**config.mk**
```make
export PLATFORM = sky130hd
export DESIGN_NAME = alu_share_arbiter
export DESIGN_NICKNAME = d
export VERILOG_FILES = /design/src/rtl/alu_share_arbiter.sv
export SDC_FILE = /design/constraint.sdc
export NUM_CORES = 1
export LEC_CHECK = 0
export ABC_CLOCK_PERIOD_IN_PS = 1800
export CORE_MARGIN = 8
export CORE_UTILIZATION = 29
export DETAILED_ROUTE_END_ITERATION = 6
export MAX_ROUTING_LAYER = met4
export PLACE_DENSITY = 0.58
export RECOVER_POWER = 25
export SYNTH_ARGS = -nofsm -noshare
export SYNTH_HDL_FRONTEND = slang
export SYNTH_SLANG_ARGS = --single-unit
```
**constraint.sdc**
```tcl
create_clock -name clk -period 1.8 [get_ports clk]
set_clock_uncertainty 0.05 [all_clocks]
set_input_delay 0.36 -clock clk [delete_from_list [all_inputs] [get_ports clk]]
set_output_delay 0.36 -clock clk [all_outputs]
set_load 0.05 [all_outputs]
```
**src/rtl/alu_share_arbiter.sv**
```systemverilog
// Round-robin arbiter that shares one combinational ALU between two
// requesters. A single operation is in flight at a time: accept, hold the
// registered operands for ALU_LAT cycles, sample the result, then hand it
// back on the winner's response channel.
module alu_share_arbiter #(
    parameter int WIDTH   = 5,
    parameter int SEL_W   = 2,
    parameter int ALU_LAT = 1,
    parameter int CNT_W   = 8
) (
    input  logic             clk,
    input  logic             rst_n,
    input  logic             req0_valid,
    output logic             req0_ready,
    input  logic [WIDTH-1:0] req0_a,
    input  logic [WIDTH-1:0] req0_b,
    input  logic [SEL_W-1:0] req0_sel,
    output logic             resp0_valid,
    input  logic             resp0_ready,
    output logic [WIDTH-1:0] resp0_data,
    input  logic             req1_valid,
    output logic             req1_ready,
    input  logic [WIDTH-1:0] req1_a,
    input  logic [WIDTH-1:0] req1_b,
    input  logic [SEL_W-1:0] req1_sel,
    output logic             resp1_valid,
    input  logic             resp1_ready,
    output logic [WIDTH-1:0] resp1_data,
    output logic [WIDTH-1:0] alu_a,
    output logic [WIDTH-1:0] alu_b,
    output logic [SEL_W-1:0] alu_sel,
    input  logic [WIDTH-1:0] alu_result,
    output logic             busy,
    output logic             grant_id,
    output logic [CNT_W-1:0] op_count
);

    localparam int LAT_W = (ALU_LAT < 2) ? 1 : $clog2(ALU_LAT + 1);

    typedef enum logic [1:0] {
        IDLE,
        EXEC,
        RESP
    } state_t;

    state_t           state;
    state_t           state_next;
    logic             last_grant;
    logic [LAT_W-1:0] wait_cnt;
    logic             pick;
    logic             accept;
    logic             exec_done;
    logic             resp_hs;

    assign busy = (state == EXEC) || (state == RESP);

    // State register; reset drops any operation that is still in flight.
    always_ff @(posedge clk or negedge rst_n) begin
        if (!rst_n) begin
            state <= IDLE;
        end else begin
            state <= state_next;
        end
    end

    // Round-robin selection, ready generation and next-state decode.
    always_comb begin
        state_next = state;
        req0_ready = 1'b0;
        req1_ready = 1'b0;
        accept     = 1'b0;
        exec_done  = 1'b0;
        resp_hs    = 1'b0;
        pick       = (req0_valid && req1_valid) ? ~last_grant : req1_valid;
        case (state)
            IDLE: begin
                req0_ready = (req0_valid || req1_valid) && !pick;
                req1_ready = (req0_valid || req1_valid) && pick;
                accept     = req0_valid || req1_valid;
                if (accept) begin
                    state_next = EXEC;
                end
            end
            EXEC: begin
                exec_done = (wait_cnt == LAT_W'(1));
                if (exec_done) begin
                    state_next = RESP;
                end
            end
            RESP: begin
                resp_hs = grant_id ? resp1_ready : resp0_ready;
                if (resp_hs) begin
                    state_next = IDLE;
                end
            end
            default: begin
                state_next = IDLE;
            end
        endcase
    end

    // Operand bus and grant bookkeeping; the ALU only ever sees registered values.
    always_ff @(posedge clk or negedge rst_n) begin
        if (!rst_n) begin
            alu_a      <= '0;
            alu_b      <= '0;
            alu_sel    <= '0;
            grant_id   <= 1'b0;
            last_grant <= 1'b1;
        end else if (accept) begin
            alu_a      <= pick ? req1_a : req0_a;
            alu_b      <= pick ? req1_b : req0_b;
            alu_sel    <= pick ? req1_sel : req0_sel;
            grant_id   <= pick;
            last_grant <= pick;
        end else if (resp_hs) begin
            alu_a   <= '0;
            alu_b   <= '0;
            alu_sel <= '0;
        end
    end

    // Wait counter: loaded on accept, counts the cycles the operands are held.
    always_ff @(posedge clk or negedge rst_n) begin
        if (!rst_n) begin
            wait_cnt <= '0;
        end else if (accept) begin
            wait_cnt <= LAT_W'(ALU_LAT);
        end else if (state == EXEC) begin
            wait_cnt <= wait_cnt - LAT_W'(1);
        end
    end

    // Response registers; data is kept after the handshake, valid is cleared.
    always_ff @(posedge clk or negedge rst_n) begin
        if (!rst_n) begin
            resp0_valid <= 1'b0;
            resp1_valid <= 1'b0;
            resp0_data  <= '0;
            resp1_data  <= '0;
        end else if (exec_done) begin
            if (grant_id) begin
                resp1_valid <= 1'b1;
                resp1_data  <= alu_result;
            end else begin
                resp0_valid <= 1'b1;
                resp0_data  <= alu_result;
            end
        end else if (resp_hs) begin
            resp0_valid <= 1'b0;
            resp1_valid <= 1'b0;
        end
    end

    // Completed-operation counter, wraps naturally at the top.
    always_ff @(posedge clk or negedge rst_n) begin
        if (!rst_n) begin
            op_count <= '0;
        end else if (resp_hs) begin
            op_count <= op_count + CNT_W'(1);
        end
    end

endmodule

```
Word level (Yosys, flattened, before mapping) --
Cells that the tools add are included.
Cells by class: $add $sub $neg 2, equal/unequal tests 7, multiplexer cells 26, bitwise gates (word level) 2, reductions and logical operators 15
Operator list (number):
- 5-bit 2-to-1 mux | 5
- 1-bit 2-to-1 mux | 14
- 2-bit 2-to-1 mux | 6
- 8-bit by 1-bit adder with 8-bit output (second input constant) | 1
- 2-bit inequality test (second input constant) | 4
- 2-bit AND reduction | 4
- 2-bit one-hot mux with 3 select lines | 1
- 2-bit nonzero test | 3
- 1-bit logical AND | 3
- 3-bit AND reduction | 1
- 2-bit by 1-bit == test with 1-bit output (second input constant) | 1
- 2-bit == test (second input constant) | 1
- 2-bit logical NOT | 1
- 1-bit logical OR | 2
- 2-bit by 1-bit inequality test with 1-bit output (second input constant) | 1
- 1-bit NOT | 2
- 1-bit logical NOT | 1
- 1-bit subtractor (second input constant) | 1
Word-level totals: flip-flop bits (word level) 37, input port bits 35

Logic depth before layout (Yosys ltp) --
depth after elaboration 5, depth in mapped cells 6, gate-level depth less buffers 5

Least setup slack after synthesis --
No wires, ideal clock.
path type register to register, start register grant_id, end register state[0], arrival 1721 ps, data required time 1625 ps, slack -96 ps, stages on the path, launching flop included 4, buffers on the path 0, clock period less this slack 1896 ps, cell sequence dfrtp_1 -> mux2i_1 -> a222oi_1 -> mux2_2
On the way: longest elaborated chain between the ends 3
RTL lines:
- start: declaration | line 34 | output logic grant_id,
- start signal: assignment | line 114 | grant_id <= pick;
- 1-bit 2-to-1 mux | line 91 | resp_hs = grant_id ? resp1_ready : resp0_ready;
- 2-bit by 1-bit inequality test with 1-bit output (no source line)
- 3-bit AND reduction (no source line)
- end signal: assignment | line 62 | state <= state_next;
- end: declaration | line 46 | state_t state;
No other way between the ends. A chain may end at the register's enable or synchronous reset.

Final worst setup path --
start register state[1], end output req0_ready
On the way: longest elaborated chain between the ends 2
RTL lines:
- 2-bit logical NOT | line 75 | case (state)
- 1-bit 2-to-1 mux | line 75
- end: declaration | line 14 | output logic req0_ready,
No other way between the ends.

==> metrics <==
non-filler cells in the finished layout 294; WP data required 1.39 ns; DR pass1 iterations 5; Port Buf Inserts 70; endpoints failing hold 0; initial antenna violation count 0; fmax 569.9 MHz; H-Tree Depth 2; nets@finish 261; fill count 490; Syn. warnings 0; Initial Utilization 0.3017; worst hold endpoint op_count[7]; Net Sw Frac 0.4546; unrepaired setup endpoints after global routing yes; Synth async-reset ratio 1.000; # DRC 0; internal cell power 3078 uW; peak supply drop 1049 uV; Tmin final 1.755 ns; Main synth FF type dfrtp_1; Max Slew Vio Count 0; DIE AREA 8408 um^2; first-pass GRT wire length 8.266 mm; Area Growth Syn to Fin 64.01%; worst reg2reg path startpoint state[1]; Final GP Congestion 0.7843; Num CTS Buffers 5; Clock Latency Late Sink 0.28 ns; Seq cells post-synth 37; I/O pins 71; CTS tree done; clk buf depth 2; final antenna-violating net count 0; net switching power 2566 uW; Clock Tree Root clkbuf_8; die extent in y 91.70 um; crit path max fanout 4; crit path kind reg2out; register area 928.4 um^2; Final setup viols 0; FF-to-FF setup slack 0.06 ns; Sequential Power Share 0.257; Leakage 0.001247 uW; CP Data Arrival Time 1.34 ns; multi-input logic area 743.2 um^2; total placed cells including tap cells 277; clock-pin transition on the worst setup and hold timing paths 0.07 ns; PwrDens 2071 nW/um^2; post-synth cell types 30; placed cell areas 2491 um^2; Worst setup SP type flip-flop; Mapped Nets 167; largest net degree at the start of global routing 21; Design Power 5644 uW; crit end category output port; Synth top area share 0.5422; vias in the first global route 1,658; Mean Syn Cell Area 13.08 um^2; RR Endpoint state[1]; Core Rows 27; CP dominant cell by count buf_12; R2R depth 5; ANT cells 0; Die Wd 91.70 um; gr usage total 0.1243; worst hold path class reg2reg; Comb pwr share 0.612; max cap viols 0; Post-Syn Instances 127; Post-synth top cells dfrtp_1, mux2_2, a22o_1, a32o_1, nand3_1; Core Area 5507 um^2; via-per-instance ratio 4.915; share of layout cells above drive strength 1 0.4099; drt wl/cell 16.83 um; Overflow after GRT 0; Via Count 1,445; cells along the critical path inv_2 > ha_4 > buf_12 > and3_4 > buf_12; Layout Utilization 0.4949; hold depth 1; drt total wl 4.948 mm; CP peak stage delay 0.40 ns; outcome finished clean; DR iter-0 viols 42; critical hold path startpoint op_count[7]; Worst slew margin 0.5423; area leader, netlist dfrtp_1; most common cell in the netlist dfrtp_1; clock power share 0.130; top post-synthesis cells by area dfrtp_1, mux2_2, a32o_1, a22o_1, ha_1; clk sink count 37; Slew @ Worst Pin 0.6866 ns; Tcrit/Tclk final 0.9749; EDFF count, synth 0; post-synthesis sequential area ratio 0.5580; HPWL after DPL 3.853 mm; fin area 2725 um^2; Slowest-stage cell, CP dfrtp_1; Cell Area, Synth 1662 um^2
## logic make-up after synthesis
kind of cell / count (synthesis) / synth area share
AOI/OAI and AO/OA: 32 / 0.1747
adders and majority gates: 5 / 0.03765
DFF: 37 / 0.5580
and+or+nand+nor: 21 / 0.06552
xor gates and xnor gates: 8 / 0.04216
buffers and inverters: 9 / 0.02108
muxes: 15 / 0.1009
## sequential cells by signal (all words and copies together), names as in the netlist
register	flops
alu_a	5
alu_b	5
alu_sel	2
grant_id	1
last_grant	1
op_count	8
resp0_data	5
resp0_valid	1
resp1_data	5
resp1_valid	1
state	2
wait_cnt	1
## per-layer routing
layer,share of wire,track usage,vias to the layer above
li1,-,-,667
met1,0.44,0.1426,710
met2,0.47,0.1975,66
met3,0.088,0.05297,2
met4,0.0030,0.02819,0
met5,0,-,-
## critical path: cells and delay by family, from the launching register on
| kind | cells | cell delay (ns) |
|---|---|---|
| fa+ha+maj | 1 | 0.16 |
| flops | 1 | 0.40 |
| buf+inv | 3 | 0.32 |
| simple gates | 1 | 0.18 |
## what timing repair did
| item | in CTS | in global routing |
|---|---|---|
| buffers inserted | 6 | 2 |
| endpoints found under the hold margin | 4 | 0 |
| gates resized for setup | 9 | 6 |
| endpoints found under the setup margin | 2 | 9 |
| pin swaps | 1 | 1 |
| hold buffers | 1 | 0 |
## final cells by class
cell class | instances | share of cell area
inverters | 3 | 0.004132
well taps | 72 | 0.03306
clock buffers | 7 | 0.03168
flip-flops and latches | 37 | 0.3407
multi-input cells | 81 | 0.2727
repair buffers | 93 | 0.3067
clock inverters | 1 | 0.01102
## layout by cell type (no fill, tap or decap), types with 2 or more instances in the layout
cell / Yosys / final
a22o_1: 12 / 12
a32o_1: 12 / 12
buf_12: 0 / 4
buf_4: 0 / 50
buf_6: 0 / 2
clkbuf_1: 5 / 3
clkbuf_8: 0 / 6
clkdlybuf4s50_1: 0 / 31
dfrtp_1: 36 / 35
dlymetal6s2s_1: 0 / 2
ha_1: 5 / 3
ha_4: 0 / 2
inv_2: 0 / 2
mux2_2: 14 / 14
nand2_1: 4 / 4
nand3_1: 7 / 7
nor3_1: 2 / 2
xnor2_1: 4 / 4
xor2_1: 4 / 4
## through the flow
step           hold slack (ns)  setup slack, ns  setup TNS [ns]
4_1_cts                 0.3896         0.007837               0
3_3_place_gp            0.1510         -0.09168         -0.8080
5_1_grt                 0.4431         -0.01792        -0.01870
3_5_place_dp            0.1537          -0.1328         -0.7812
2_1_floorplan          0.01441          0.07737               0
6_report                0.4189          0.04518               0
## how the worst max path moves through the flow
stage / start / endpoint / slack [ns] / cells after the start
2_1_floorplan: last_grant / req0_ready / 0.08 / 3
3_3_place_gp: req1_valid / req1_ready / -0.09 / 4
3_5_place_dp: resp1_ready / state[1] / -0.13 / 4
4_1_cts: req1_valid / req1_ready / 0.008 / 4
5_1_grt: state[1] / state[1] / -0.02 / 5
6_report: state[1] / req0_ready / 0.05 / 5
## power by group through the flow
stage,logic [uW],registers [uW],clock network [uW]
5_1_grt,3660,1510,803
6_report,3460,1450,734
3_3_place_gp,3220,1450,0
2_1_floorplan,992,2530,0
4_1_cts,3430,1450,763
3_5_place_dp,3270,1470,0
(Power assumes the default switching activity.)
